===== config.mk =====
export PLATFORM = sky130hd
export DESIGN_NAME = mouse_cursor_tracker
export DESIGN_NICKNAME = d
export VERILOG_FILES = /design/src/rtl/mouse_cursor_tracker.sv
export SDC_FILE = /design/constraint.sdc
export NUM_CORES = 1
export LEC_CHECK = 0
export ABC_AREA = 1
export CAP_MARGIN = 10
export CORE_MARGIN = 2
export CORE_UTILIZATION = 50
export DETAILED_ROUTE_END_ITERATION = 7
export DONT_BUFFER_PORTS = 1
export GPL_TIMING_DRIVEN = 0
export PLACE_DENSITY = 0.74
export SLEW_MARGIN = 0
export SYNTH_ARGS = -nofsm -noshare
export SYNTH_HDL_FRONTEND = slang
export SYNTH_SLANG_ARGS = --single-unit

===== constraint.sdc =====
create_clock -name clk -period 6 [get_ports clk]
set_input_delay 0.3 -clock clk [delete_from_list [all_inputs] [get_ports clk]]
set_output_delay 0.3 -clock clk [all_outputs]
set_load 0.01 [all_outputs]

===== src/rtl/mouse_cursor_tracker.sv =====
// mouse_cursor_tracker: assembles 3-byte PS/2 mouse packets and keeps a
// screen-clamped absolute cursor position plus left/right button state.
//
// state   | meaning
// --------+-----------------------------------------------------------
// WAIT_B1 | idle, waiting for a header byte (bit 3 must be set)
// WAIT_B2 | header latched, waiting for dx low byte (idle timer runs)
// WAIT_B3 | dx latched, waiting for dy low byte (idle timer runs)
// UPDATE  | apply packet; a strobe here is treated as a new header byte
module mouse_cursor_tracker #(
  parameter int H_MAX   = 639,
  parameter int V_MAX   = 479,
  parameter int X_INIT  = 245,
  parameter int Y_INIT  = 245,
  parameter int TIMEOUT = 1_000_000
) (
  input  logic       clk,
  input  logic       reset,
  input  logic [7:0] rx_data,
  input  logic       rx_done_tick,
  output logic [9:0] xm,
  output logic [9:0] ym,
  output logic       btn_l,
  output logic       btn_r,
  output logic       click_l_tick,
  output logic       packet_tick,
  output logic       sync_err_tick
);

  localparam int CW = $clog2(TIMEOUT + 1);
  localparam logic [CW-1:0] IDLE_LAST = CW'(TIMEOUT - 1);
  localparam logic signed [11:0] H_LIM = 12'(H_MAX);
  localparam logic signed [11:0] V_LIM = 12'(V_MAX);

  typedef enum logic [1:0] {WAIT_B1, WAIT_B2, WAIT_B3, UPDATE} state_t;

  state_t          state, state_nx;
  logic [7:0]      b1, b2, b3;
  logic [CW-1:0]   idle_cnt, idle_nx;
  logic            ld_b1, ld_b2, ld_b3, upd, err;
  logic signed [11:0] dx, dy, nx, ny;

  // State, packet bytes and idle timer registers
  always_ff @(posedge clk) begin
    if (reset) begin
      state    <= WAIT_B1;
      idle_cnt <= '0;
      b1       <= '0;
      b2       <= '0;
      b3       <= '0;
    end else begin
      state    <= state_nx;
      idle_cnt <= idle_nx;
      if (ld_b1) b1 <= rx_data;
      if (ld_b2) b2 <= rx_data;
      if (ld_b3) b3 <= rx_data;
    end
  end

  // Next-state logic: byte acceptance, header sync check and idle timeout
  always_comb begin
    state_nx = state;
    ld_b1    = 1'b0;
    ld_b2    = 1'b0;
    ld_b3    = 1'b0;
    upd      = 1'b0;
    err      = 1'b0;
    idle_nx  = '0;
    case (state)
      WAIT_B1, UPDATE: begin
        if (state == UPDATE) begin
          upd      = 1'b1;
          state_nx = WAIT_B1;
        end
        if (rx_done_tick) begin
          if (rx_data[3]) begin
            ld_b1    = 1'b1;
            state_nx = WAIT_B2;
          end else begin
            err = 1'b1;
          end
        end
      end
      WAIT_B2, WAIT_B3: begin
        if (rx_done_tick) begin
          if (state == WAIT_B2) begin
            ld_b2    = 1'b1;
            state_nx = WAIT_B3;
          end else begin
            ld_b3    = 1'b1;
            state_nx = UPDATE;
          end
        end else if (idle_cnt == IDLE_LAST) begin
          err      = 1'b1;
          state_nx = WAIT_B1;
        end else begin
          idle_nx = idle_cnt + 1'b1;
        end
      end
      default: state_nx = WAIT_B1;
    endcase
  end

  // Sign-extended deltas (zeroed on overflow) and unclamped new position
  always_comb begin
    dx = b1[6] ? 12'sd0 : $signed({{3{b1[4]}}, b1[4], b2});
    dy = b1[7] ? 12'sd0 : $signed({{3{b1[5]}}, b1[5], b3});
    nx = $signed({2'b00, xm}) + dx;
    ny = $signed({2'b00, ym}) - dy;
  end

  // Registered cursor, buttons and event ticks
  always_ff @(posedge clk) begin
    if (reset) begin
      xm            <= 10'(X_INIT);
      ym            <= 10'(Y_INIT);
      btn_l         <= 1'b0;
      btn_r         <= 1'b0;
      click_l_tick  <= 1'b0;
      packet_tick   <= 1'b0;
      sync_err_tick <= 1'b0;
    end else begin
      packet_tick   <= upd;
      click_l_tick  <= upd & b1[0] & ~btn_l;
      sync_err_tick <= err;
      if (upd) begin
        btn_l <= b1[0];
        btn_r <= b1[1];
        if (nx < 0)          xm <= '0;
        else if (nx > H_LIM) xm <= H_LIM[9:0];
        else                 xm <= nx[9:0];
        if (ny < 0)          ym <= '0;
        else if (ny > V_LIM) ym <= V_LIM[9:0];
        else                 ym <= ny[9:0];
      end
    end
  end

endmodule


==> key figures <==
Status
  • Status: finished, final reports clean

Synth
  • Most common cell in the netlist: nand2_1
  • Top cells by count, synth: nand2_1 (155), inv_1 (83), nor2_1 (75), dfxtp_1 (69), a21oi_1 (49)
  • Post-synthesis instance total: between 600 and 700
  • Yosys warnings: 0
  • Yosys cell types: 36
  • Post-synth EDFFs: 0
  • Cell taking the most area after synthesis: dfxtp_1
  • Mapped Avg Cell Area: between 6 and 7 um^2
  • Area contributors post-synth: dfxtp_1 (34%), nand2_1 (14%), ha_1 (8.3%)
  • Synth Cell Area: about 4100 um^2
  • Sequential fraction of the synthesis area: around 34%
  • Synth top area share: between 30% and 40%
  • Ys flop type: dfxtp_1
  • Flop and latch count out of synthesis: 69
  • Post-Syn Nets: ~640
  • FFs w/ async S/R, synth: 0%

Layout
  • Layout cells sized above 1: approximately 5.8%
  • Ant diodes: 0
  • Fill count: roughly 770
  • Area delta synth->final: 9.242%
  • Core Util, Final: around 57%
  • Final instance area: between 4000 and 5000 um^2
  • Fin nets: roughly 650

Detailed routing
  • Via density: 5.132
  • Routed WL: 9259 um
  • Met3 WL: 504 um
  • Uppermost layer routed: met4
  • Metal2 WL: roughly 4400 um
  • DRC: 0
  • Post-route ant nets: 0
  • Drt pass-1 iters: 5
  • Post-DR wirelength/cell: around 13 um
  • Via Count: 3700
  • Initial DRC count: around 280
  • Met1 WL: 4209 um

Hold path
  • Worst Hold Launch: rx_data[3]
  • Hold path depth: 2
  • Hold WC Path Type: in -> reg

Worst setup path
  • Kind of end point of the critical path: flip-flop
  • CP startpoint: b1[6]
  • R2R Setup Slk: 3.33 ns
  • Worst path required time: roughly 6.3 ns
  • Arr. time, crit path: ~2.9 ns
  • Crit path kind: reg -> reg
  • Crit start category: flip-flop
  • RR Startpoint: b1[6]
  • Max FO, Critical Path: 9
  • R2R depth: 14

Die
  • Starting density of the core: a little over half
  • Die area: 8860 um^2
  • Rows: 32
  • Core box area: 7807 um^2
  • Die X: ~94 um
  • Die H: 94.13 um
  • I/O Pins: 36

Clocking
  • Num CTS Buffers: 9
  • Skew-Pair Late Insertion Delay: about 0.35 ns
  • PostCTS Resize Cnt: 0
  • Clock transition at path regs: 0.08 ns
  • # Post-CTS Setup Buffers: 0
  • TritonCTS clock tree: yes
  • H-tree levels: 3
  • Clock sinks: 69
  • Hold_buf cts: 0
  • Clk root buf: clkbuf_8
  • CTS Buffer Depth: 2

Global routing
  • Total GRT Usage: between 20% and 30%
  • Remaining global-route overflow: 0
  • First-pass GRT wire length: between 15000 and 20000 um
  • Initial antenna violation count: 0
  • Vias in the first global route: between 3000 and 4000
  • Largest net degree at the start of global routing: 13

Pwr
  • Static Leakage: 1.963 nW
  • Max VDD drop: between 0.00015 and 0.0002 V
  • Pwr dens: just under 400 nW/um^2
  • Total power: between 0.0015 and 0.002 W

Placed design
  • Placer Congestion: between 0.8 and 0.9
  • DP Wirelength: 7232 um
  • Number of I/O port buffers: 0
  • Area after DPL: ~4200 um^2

STA
  • Setup TNS: 0 ns
  • Tcrit/Tclk final: 44.53%
  • Endpoints failing setup: 0
  • Worst slew pin tran: a little over 0.7 ns
  • Skew final: 0.01084 ns
  • Slew margin rel.: between 50% and 60%
  • Fmax: 374.2 MHz
  • RSZ-0062 raised after global routing: no
  • Final hold vios: 0
  • Final Max Tran Viols: 0
  • Final period demand of the worst path: approximately 2.7 ns

Flow run
  • Max Cap Viol: 0
[cell usage in the layout, fill, tap and decap left out, types with 2 or more instances in the layout]
master       n
nand3_1     31
fa_1         2
ha_1        27
nand4_1      9
buf_2        2
clkbuf_8    10
or2_2        2
a21oi_1     49
xor2_1      10
nor3_2       2
xnor2_1      6
o21bai_1     2
inv_2        5
nor3_1      10
nand3_2      3
nor2_1      75
dfxtp_1     69
bufinv_16    3
o21ai_0     29
clkbuf_1     9
nor3_4       2
nor4_1       2
o21ai_1      7
nand2_1    155
inv_1       83
[worst paths after layout]
path,end
max,xm[5]
min,b3[3]
max reg2reg,xm[5]
min reg2reg,idle_cnt[0]
[state kept, by name, summed over array words and instances (netlist names)]
| register | count |
|---|---|
| idle_cnt | 20 |
| xm | 10 |
| ym | 10 |
| b2 | 8 |
| b3 | 8 |
| b1 | 6 |
| state | 2 |
| btn_l | 1 |
| btn_r | 1 |
| click_l_tick | 1 |
| packet_tick | 1 |
| sync_err_tick | 1 |
[report_power, final]
| group | switching [W] | leakage, nW | total (W) | internal, W |
|---|---|---|---|---|
| Sequential | 0.0000381 | 0.560 | 0.000556 | 0.000518 |
| Combinational | 0.000443 | 1.28 | 0.000683 | 0.000240 |
| Clock | 0.000181 | 0.120 | 0.000470 | 0.000289 |
| Total | 0.000663 | 1.96 | 0.00171 | 0.00105 |
[layer usage]
layer,global-route usage [%],vias up
met5,0,-
met4,7.488,0
met3,6.742,14
met2,37.32,68
met1,26.77,1673
li1,-,1945
[cell families (layout without fill, tap and decap cells)]
logic type	count (synthesis)	after routing	synth area share [%]
AO/OA/AOI/OAI	91	91	11.52
buffers and inverters	99	115	9.211
flip-flops	69	69	34.01
adder cells (fa/ha/maj)	29	29	9.304
XOR/XNOR	17	17	3.851
AND/OR/NAND/NOR	298	298	32.10
[critical path, stage by stage, from the launching register on]
cell and delay (ns):
dfxtp_1 0.30, clkbuf_1 0.19, nor2_1 0.14, ha_1 0.21
inv_1 0.08, fa_1 0.41, o21ai_1 0.29, nand2_1 0.09
nand2_1 0.13, xor2_1 0.20, nand2_1 0.09, nand3b_2 0.21
nand3_1 0.12, nand2_1 0.07, nand2_1 0.05
[cell type report]
type	count	area, um^2	share of cell area [%]
plain buffers	10	40.04	0.9024
clock buffers	11	141.4	3.187
clock inverters	5	106.4	2.397
inverters	89	334.1	7.530
multi-input cells	435	2306	51.97
flip-flops and latches	69	1381	31.13
well taps	102	127.6	2.876
[per-stage QoR]
step	setup slack [ns]	hold slack (ns)	instances
2_1_floorplan	3.754	0.4175	603
3_3_place_gp	3.416	0.4273	705
3_5_place_dp	3.386	0.4457	705
4_1_cts	3.377	0.07881	721
5_1_grt	3.119	0.09614	721
6_report	3.328	0.08698	721
Note: power is estimated with default switching activity, not from simulation.
